`config.mk`:
```
export PLATFORM = sky130hd
export DESIGN_NAME = rotate_addr_gen
export DESIGN_NICKNAME = d
export VERILOG_FILES = /design/src/rtl/rotate_pkg.sv /design/src/rtl/rotate_coord_map.sv /design/src/rtl/rotate_addr_gen.sv
export SDC_FILE = /design/constraint.sdc
export NUM_CORES = 1
export LEC_CHECK = 0
export CAP_MARGIN = 20
export CORE_AREA = 2 2 248 189
export DETAILED_ROUTE_END_ITERATION = 16
export DIE_AREA = 0 0 250 191
export GPL_TIMING_DRIVEN = 1
export HOLD_SLACK_MARGIN = 0.1
export PLACE_DENSITY_LB_ADDON = 0.12
export SYNTH_ARGS = -nofsm -noshare
export SYNTH_HDL_FRONTEND = slang
export SYNTH_SLANG_ARGS = --single-unit
export TNS_END_PERCENT = 50
```
`constraint.sdc`:
```
create_clock -name I_HCLK -period 17.2 [get_ports I_HCLK]
set_clock_uncertainty 0.2 [all_clocks]
set_input_delay 3.44 -clock I_HCLK [delete_from_list [all_inputs] [get_ports I_HCLK]]
set_output_delay 3.44 -clock I_HCLK [all_outputs]
set_load 0.005 [all_outputs]
```
`src/rtl/rotate_pkg.sv`:
```
// Shared definitions for the tiled image-rotation address generator:
// sequencer states, rotation constants and the effective-rotation helper.
package rotate_pkg;

  typedef enum logic [1:0] {
    IDLE  = 2'd0,
    READ  = 2'd1,
    WRITE = 2'd2,
    FIN   = 2'd3
  } state_t;

  localparam logic [1:0] DEG_0   = 2'd0;
  localparam logic [1:0] DEG_90  = 2'd1;
  localparam logic [1:0] DEG_180 = 2'd2;
  localparam logic [1:0] DEG_270 = 2'd3;

  // Counter-clockwise by d quarter turns equals clockwise by (4 - d) mod 4.
  function automatic logic [1:0] effective_rot(input logic direction, input logic [1:0] degrees);
    return direction ? degrees : (2'd0 - degrees);
  endfunction

endpackage

```
`src/rtl/rotate_coord_map.sv`:
```
// Maps a source pixel (y, x) to its rotated destination coordinates and the
// destination row pitch in pixels. Purely combinational.
module rotate_coord_map
  import rotate_pkg::*;
#(
  parameter int DIM_W = 16
) (
  input  logic [DIM_W-1:0] y,
  input  logic [DIM_W-1:0] x,
  input  logic [DIM_W-1:0] h,
  input  logic [DIM_W-1:0] w,
  input  logic [1:0]       rot,
  output logic [DIM_W-1:0] dy,
  output logic [DIM_W-1:0] dx,
  output logic [DIM_W-1:0] dw
);

  always_comb begin
    // NOTE: every output gets a default before the case so no latch is inferred.
    dy = y;
    dx = x;
    dw = w;
    case (rot)
      DEG_90: begin
        dy = x;
        dx = h - DIM_W'(1) - y;
        dw = h;
      end
      DEG_180: begin
        dy = h - DIM_W'(1) - y;
        dx = w - DIM_W'(1) - x;
        dw = w;
      end
      DEG_270: begin
        dy = w - DIM_W'(1) - x;
        dx = y;
        dw = h;
      end
      default: ;
    endcase
  end

endmodule

```
`src/rtl/rotate_addr_gen.sv`:
```
// Tile-based read/write address sequencer for image rotation: per TxT tile it
// issues T*T source reads then T*T rotated destination writes, flagging padding.
module rotate_addr_gen
  import rotate_pkg::*;
#(
  parameter int TILE_LOG2 = 3,
  parameter int BPP       = 3,
  parameter int DIM_W     = 16,
  parameter int ADDR_W    = 32
) (
  input  logic                   I_HCLK,
  input  logic                   I_HRESET,
  input  logic                   I_START,
  input  logic [DIM_W-1:0]       I_HEIGHT,
  input  logic [DIM_W-1:0]       I_WIDTH,
  input  logic                   I_DIRECTION,
  input  logic [1:0]             I_DEGREES,
  input  logic [ADDR_W-1:0]      I_SRC_BASE,
  input  logic [ADDR_W-1:0]      I_DST_BASE,
  input  logic                   I_DMA_READY,
  output logic [ADDR_W-1:0]      O_ADDR,
  output logic                   O_VALID,
  output logic                   O_WRITE,
  output logic                   O_PAD,
  output logic [2*TILE_LOG2-1:0] O_COUNT,
  output logic                   O_BUSY,
  output logic                   O_DONE,
  output logic                   O_ERROR
);

  localparam int T      = 1 << TILE_LOG2;
  localparam int CNT_W  = 2 * TILE_LOG2;
  localparam int PROD_W = 2 * DIM_W + $clog2(BPP) + 1;

  state_t              state_q, state_d;
  logic [DIM_W-1:0]    h_q, w_q, ht_last_q, wt_last_q, tx_q, ty_q;
  logic [DIM_W-1:0]    ht_last_d, wt_last_d;
  logic [ADDR_W-1:0]   src_q, dst_q;
  logic [1:0]          rot_q;
  logic [CNT_W-1:0]    cnt_q;
  logic                error_q;

  logic start_bad, start_ok, active, accept, beat_last, tile_last;

  assign start_bad = (I_HEIGHT == '0) || (I_WIDTH == '0) || I_HEIGHT[DIM_W-1] || I_WIDTH[DIM_W-1];
  assign start_ok  = (state_q == IDLE) && I_START && !start_bad;
  assign active    = (state_q == READ) || (state_q == WRITE);
  assign accept    = active && I_DMA_READY;
  assign beat_last = (cnt_q == '1);
  assign tile_last = (ty_q == ht_last_q) && (tx_q == wt_last_q);

  // Dimensions are below 2**(DIM_W-1), so rounding up to a tile cannot overflow.
  assign ht_last_d = ((I_HEIGHT + DIM_W'(T - 1)) >> TILE_LOG2) - DIM_W'(1);
  assign wt_last_d = ((I_WIDTH + DIM_W'(T - 1)) >> TILE_LOG2) - DIM_W'(1);

  always_comb begin
    state_d = state_q;
    unique case (state_q)
      IDLE:    if (start_ok) state_d = READ;
      READ:    if (accept && beat_last) state_d = WRITE;
      WRITE:   if (accept && beat_last) state_d = tile_last ? FIN : READ;
      FIN:     state_d = IDLE;
      default: state_d = IDLE;
    endcase
  end

  always_ff @(posedge I_HCLK) begin
    if (I_HRESET) state_q <= IDLE;
    else          state_q <= state_d;
  end

  always_ff @(posedge I_HCLK) begin
    if (I_HRESET) begin
      h_q       <= '0;
      w_q       <= '0;
      ht_last_q <= '0;
      wt_last_q <= '0;
      src_q     <= '0;
      dst_q     <= '0;
      rot_q     <= '0;
      tx_q      <= '0;
      ty_q      <= '0;
      cnt_q     <= '0;
      error_q   <= 1'b0;
    end else begin
      error_q <= (state_q == IDLE) && I_START && start_bad;
      if (start_ok) begin
        h_q       <= I_HEIGHT;
        w_q       <= I_WIDTH;
        ht_last_q <= ht_last_d;
        wt_last_q <= wt_last_d;
        src_q     <= I_SRC_BASE;
        dst_q     <= I_DST_BASE;
        rot_q     <= effective_rot(I_DIRECTION, I_DEGREES);
        tx_q      <= '0;
        ty_q      <= '0;
        cnt_q     <= '0;
      end else if (accept) begin
        // The beat counter wraps to 0 after the last beat of each phase.
        cnt_q <= cnt_q + CNT_W'(1);
        if ((state_q == WRITE) && beat_last) begin
          if (ty_q == ht_last_q) begin
            ty_q <= '0;
            tx_q <= tx_q + DIM_W'(1);
          end else begin
            ty_q <= ty_q + DIM_W'(1);
          end
        end
      end
    end
  end

  logic [TILE_LOG2-1:0] row, col;
  logic [DIM_W-1:0]     y, x, dy, dx, dw, sel_y, sel_x, sel_w;
  logic [ADDR_W-1:0]    sel_base, addr_raw;
  logic [PROD_W-1:0]    lin, offset;
  logic                 pad;

  assign row = cnt_q[CNT_W-1:TILE_LOG2];
  assign col = cnt_q[TILE_LOG2-1:0];
  assign y   = (ty_q << TILE_LOG2) | DIM_W'(row);
  assign x   = (tx_q << TILE_LOG2) | DIM_W'(col);
  assign pad = (y >= h_q) || (x >= w_q);

  rotate_coord_map #(.DIM_W(DIM_W)) u_coord_map (
    .y   (y),
    .x   (x),
    .h   (h_q),
    .w   (w_q),
    .rot (rot_q),
    .dy  (dy),
    .dx  (dx),
    .dw  (dw)
  );

  always_comb begin
    if (state_q == WRITE) begin
      sel_y = dy;  sel_x = dx;  sel_w = dw;  sel_base = dst_q;
    end else begin
      sel_y = y;   sel_x = x;   sel_w = w_q; sel_base = src_q;
    end
  end

  assign lin      = PROD_W'(sel_y) * PROD_W'(sel_w) + PROD_W'(sel_x);
  assign offset   = lin * PROD_W'(BPP);
  assign addr_raw = sel_base + ADDR_W'(offset);

  assign O_VALID = active;
  assign O_WRITE = (state_q == WRITE);
  assign O_PAD   = active && pad;
  assign O_ADDR  = active ? addr_raw : '0;
  assign O_COUNT = cnt_q;
  assign O_BUSY  = (state_q != IDLE);
  assign O_DONE  = (state_q == FIN);
  assign O_ERROR = error_q;

endmodule

```
==> reports/results.md, run 1 <==
| Stage | Metric | Reported |
| --- | --- | --- |
| run status | Status | complete, no violations |
| clock network | Cell chosen for the clock root | sky130_fd_sc_hd__clkbuf_16 |
| power | Power Density | 51.3 nW/um2 |
| worst setup path | Worst Setup EP | O_ADDR[31] |
| yosys | Area share of the largest cell type after synthesis | 0.213 |
| yosys | Post-synthesis cell type with the largest combined area | sky130_fd_sc_hd__fa_1 |
| timing | Final Hold Fails | 0 |
| cells and area | Nets | 3477 |
| clock network | Number of clock buffers inserted by TritonCTS | 17 |
| grt | Congestion Overflow GR | 0 |
| grt | All-layer global routing usage | 0.313 |
| route | Wire per inst | 20.8 um |
| floorplan | Height of the die | 191 um |
| placed design | GP Congestion | 1.00 |
| yosys | Asr flop ratio synth | 0 |
| timing | Final-layout worst hold slack | 0.254 ns |
| clock network | Maximum clock path buffer count | 2 |
| worst setup path | Critical Path Source | O_COUNT[3] |
| placed design | Area of placed instances | 24600 um2 |
| route | DRC violation count after routing | 0 |
| timing | Remaining max-slew budget at the tightest pin | 0.166 |
| clock network | Post-CTS Hold Fix Bufs | 0 |
| yosys | Number of flops mapped to enable cells by yosys | 0 |
| clock network | Clock latency on the worst-skew pair | 0.48 ns |
| floorplan | Core Box Area | 45400 um2 |
| route | Number of detailed-route iterations in the first pass | 7 |
| worst setup path | Critical path class | flop to output pin |
| route | Initial detailed-routing violation count | 1978 |
| placed design | I/O Buffers | 146 |
| yosys | Number of library cell types mapped by synthesis | 78 |
| power | Worst ir drop on vdd | 80.1 uV |
| worst setup path | Critical Path Sink Type | output pin |
| timing | Period utilisation layout | 0.950 |
| floorplan | Overall die area | 47800 um2 |
| route | Detail Route Antenna Nets | 0 |
| timing | Final number of max-transition violations | 0 |
| worst setup path | Largest fanout on the critical path | 8 |
| worst setup path | Data arrival time of the critical path | 12.70 ns |
| timing | Final setup viols | 0 |
| clock network | H-tree depth | 4 |
| cells and area | Share of cells above drive strength 1 | 0.0470 |
| clock network | TritonCTS clock tree | done |
| timing | Final period demand of the worst path | 16.34 ns |
| worst setup path | Most frequent cell on the critical path | sky130_fd_sc_hd__fa_1 |
| floorplan | Starting density of the core | 0.494 |
| floorplan | I/O Pins | 147 |
| route | Avg Vias per Cell | 5.76 |
| worst hold path | Hold Startpoint | src_q[12] |
| yosys | Post-synthesis sequential element count | 167 |
| clock network | Number of sinks on the clock net | 167 |
| yosys | Post-Syn Instances | 2835 |
| worst setup path | Required time reported for the critical path endpoint | 13.56 ns |
| worst setup path | Startpoint of the lowest-slack register-to-register path | state_q[0] |
| clock network | Clock transition at the register clock pins on the worst setup and hold paths after CTS | 0.08 ns |
| power | Total leakage power | 11.4 nW |
| worst setup path | Startpoint kind of the worst setup timing path | flop |
| placed design | Detail Placement HPWL | 60000 um |
| timing | Aggregate negative setup slack | 0 ns |
| worst setup path | Capture instance of the worst register-to-register path | ty_q[14] |
| worst hold path | Worst hold-check path type | flop to flop |
| clock network | Post-CTS setup-driven buffer insertion count | 0 |
| floorplan | Cell Rows | 68 |
| route | Via Count | 20300 |
| yosys | Area contributors post-synth | sky130_fd_sc_hd__fa_1 21%, sky130_fd_sc_hd__dfxtp_1 15%, sky130_fd_sc_hd__ha_1 12%, sky130_fd_sc_hd__nand2_1 6.9%, sky130_fd_sc_hd__inv_1 6.4% |
| yosys | Area of the mapped netlist | 22400 um2 |
| yosys | Synthesized netlist net count | 3390 |
| worst setup path | Path depth of the worst reg2reg path | 11 |
| yosys | Synth warnings | 0 |
| grt | Via count of the first global-routing pass | 20000 |
| worst setup path | Slowest CP cell | sky130_fd_sc_hd__o31ai_2 |
| yosys | Post-Syn Area per Cell | 7.91 um2 |
| timing | Achievable clock frequency | 61.2 MHz |
| grt | Pin count of the biggest net entering global routing | 93 |
| cells and area | Area added between synthesis and finish | 12.1% |
| cells and area | Non-Filler Cell Area, Final | 25200 um2 |
| flow run | Max capacitance violation total | 0 |
| yosys | Top flip-flop cell by instance count after synthesis | sky130_fd_sc_hd__dfxtp_1 |
| grt | First-pass GRT wire length | 114000 um |
| grt | Antenna violations before repair | 0 |
| yosys | Post-synthesis sequential area ratio | 0.149 |
| worst setup path | Delay of the slowest cell on the worst path | 0.69 ns |
| floorplan | DIE WIDTH | 250 um |
| route | Total length of routed wires | 73600 um |
| timing | Transition time at the pin with the least slew margin | 1.24 ns |
| cells and area | Post-Route Utilization | 0.554 |
| timing | Setup repair after global routing missed its margin | false |
| worst setup path | Flop-to-flop setup slack | 12.69 ns |
| clock network | # resized after CTS | 0 |
[flip-flops by register name, summed over array words and instances, names as in the netlist, 6 cells and up]
name and flops:
ht_last_q 14, O_COUNT 6, wt_last_q 14, w_q 16, tx_q 16, src_q 32, dst_q 32, ty_q 16
h_q 16
[cell families (layout without fill, tap and decap cells)]
group | count (synthesis) | in the layout | synth area share
mux | 63 | 63 | 0.0296
fa+ha+maj | 452 | 452 | 0.332
xor+xnor | 154 | 154 | 0.0601
simple gates | 928 | 928 | 0.181
compound gates | 562 | 562 | 0.161
other cells | 0 | 1 | 0
buf+inv | 509 | 609 | 0.0870
flops | 167 | 167 | 0.149
[area by class of cell]
class | instances | area, um2
Multi-Input combinational cell | 2159 | 17200
Fill cell | 4431 | 20300
Sequential cell | 167 | 3340
Clock buffer | 17 | 425
Tap cell | 595 | 744
Clock inverter | 15 | 176
Inverter | 384 | 1440
Antenna cell | 1 | 2.50
Timing Repair Buffer | 193 | 1830
[through the flow]
step	total power [mW]	std cells	setup slack, ns
after floorplan	0.715	2835	3.14
after global placement	0.877	3496	1.75
after detailed placement	0.883	3497	1.49
after CTS	1.29	3529	0.873
after global routing	1.35	3530	0.0990
final	1.29	3531	0.859
[layout by cell type, fill, tap and decap left out, types with 55 or more instances in the layout]
cell / Yosys / layout
sky130_fd_sc_hd__nand3_1: 56 / 55
sky130_fd_sc_hd__clkdlybuf4s50_1: 0 / 145
sky130_fd_sc_hd__nand2_1: 410 / 409
sky130_fd_sc_hd__a21oi_1: 196 / 196
sky130_fd_sc_hd__nor2_1: 267 / 267
sky130_fd_sc_hd__ha_1: 213 / 212
sky130_fd_sc_hd__o21ai_0: 64 / 63
sky130_fd_sc_hd__xnor2_1: 104 / 104
sky130_fd_sc_hd__inv_1: 384 / 384
sky130_fd_sc_hd__fa_1: 239 / 239
sky130_fd_sc_hd__dfxtp_1: 167 / 166
[routing by layer]
| layer | routed length [um] | vias to the layer above | track usage |
|---|---|---|---|
| met5 | 0 | - | 0.00510 |
| met4 | 1140 | 0 | 0.0590 |
| met2 | 29800 | 856 | 0.450 |
| met1 | 34800 | 9830 | 0.455 |
| li1 | - | 9547 | - |
| met3 | 7890 | 92 | 0.106 |
[worst max-delay path: cells and delay by family, from the launching register on]
kind            cells  cell delay (ns)
buf+inv             7             0.94
mux                 1             0.15
simple gates        9             2.09
compound gates     11             3.22
xor+xnor            1             0.42
flops               1             0.47
fa+ha+maj          11             4.92
[how the worst min path moves through the flow]
stage                      endpoint  cells after the start
after floorplan            dst_q[0]                      2
after global placement     src_q[8]                      2
after detailed placement  dst_q[19]                      2
after CTS                 dst_q[19]                      2
after global routing      dst_q[16]                      2
final                     src_q[12]                      2
[synthesized netlist by cell type, types with 14 or more instances]
library cell,number
sky130_fd_sc_hd__and2_1,23
sky130_fd_sc_hd__clkbuf_1,80
sky130_fd_sc_hd__a21oi_1,196
sky130_fd_sc_hd__xor2_1,50
sky130_fd_sc_hd__ha_1,213
sky130_fd_sc_hd__a21o_1,50
sky130_fd_sc_hd__buf_1,17
sky130_fd_sc_hd__nor2_1,267
sky130_fd_sc_hd__o22ai_1,16
sky130_fd_sc_hd__nand3_1,56
sky130_fd_sc_hd__mux2_2,27
sky130_fd_sc_hd__inv_1,384
sky130_fd_sc_hd__and3_1,28
sky130_fd_sc_hd__nor4_1,14
sky130_fd_sc_hd__nor3_1,35
sky130_fd_sc_hd__nand2b_1,22
sky130_fd_sc_hd__o21ai_0,64
sky130_fd_sc_hd__o21a_1,19
sky130_fd_sc_hd__a31oi_1,22
sky130_fd_sc_hd__o211ai_1,36
sky130_fd_sc_hd__xnor2_1,104
sky130_fd_sc_hd__nand2_1,410
sky130_fd_sc_hd__a211oi_1,37
sky130_fd_sc_hd__mux2i_1,36
sky130_fd_sc_hd__nand4_1,18
sky130_fd_sc_hd__fa_1,239
sky130_fd_sc_hd__buf_2,26
sky130_fd_sc_hd__dfxtp_1,167
[where the power goes]
group,switching [mW],total [mW],internal (mW)
Sequential,0.0192,0.426,0.407
Combinational,0.289,0.461,0.171
Clock,0.207,0.403,0.196
Power figures use the tool's default switching activity.
==> inputs of run 2 (changes only) <==
--- a/config.mk
+++ b/config.mk
@@ -10,7 +10,6 @@
 export DETAILED_ROUTE_END_ITERATION = 16
 export DIE_AREA = 0 0 250 191
 export GPL_TIMING_DRIVEN = 1
-export HOLD_SLACK_MARGIN = 0.1
 export PLACE_DENSITY_LB_ADDON = 0.12
 export SYNTH_ARGS = -nofsm -noshare
 export SYNTH_HDL_FRONTEND = slang
==> results of run 2 <==
Final layout, timing and power as in run 1 (identical DEF).
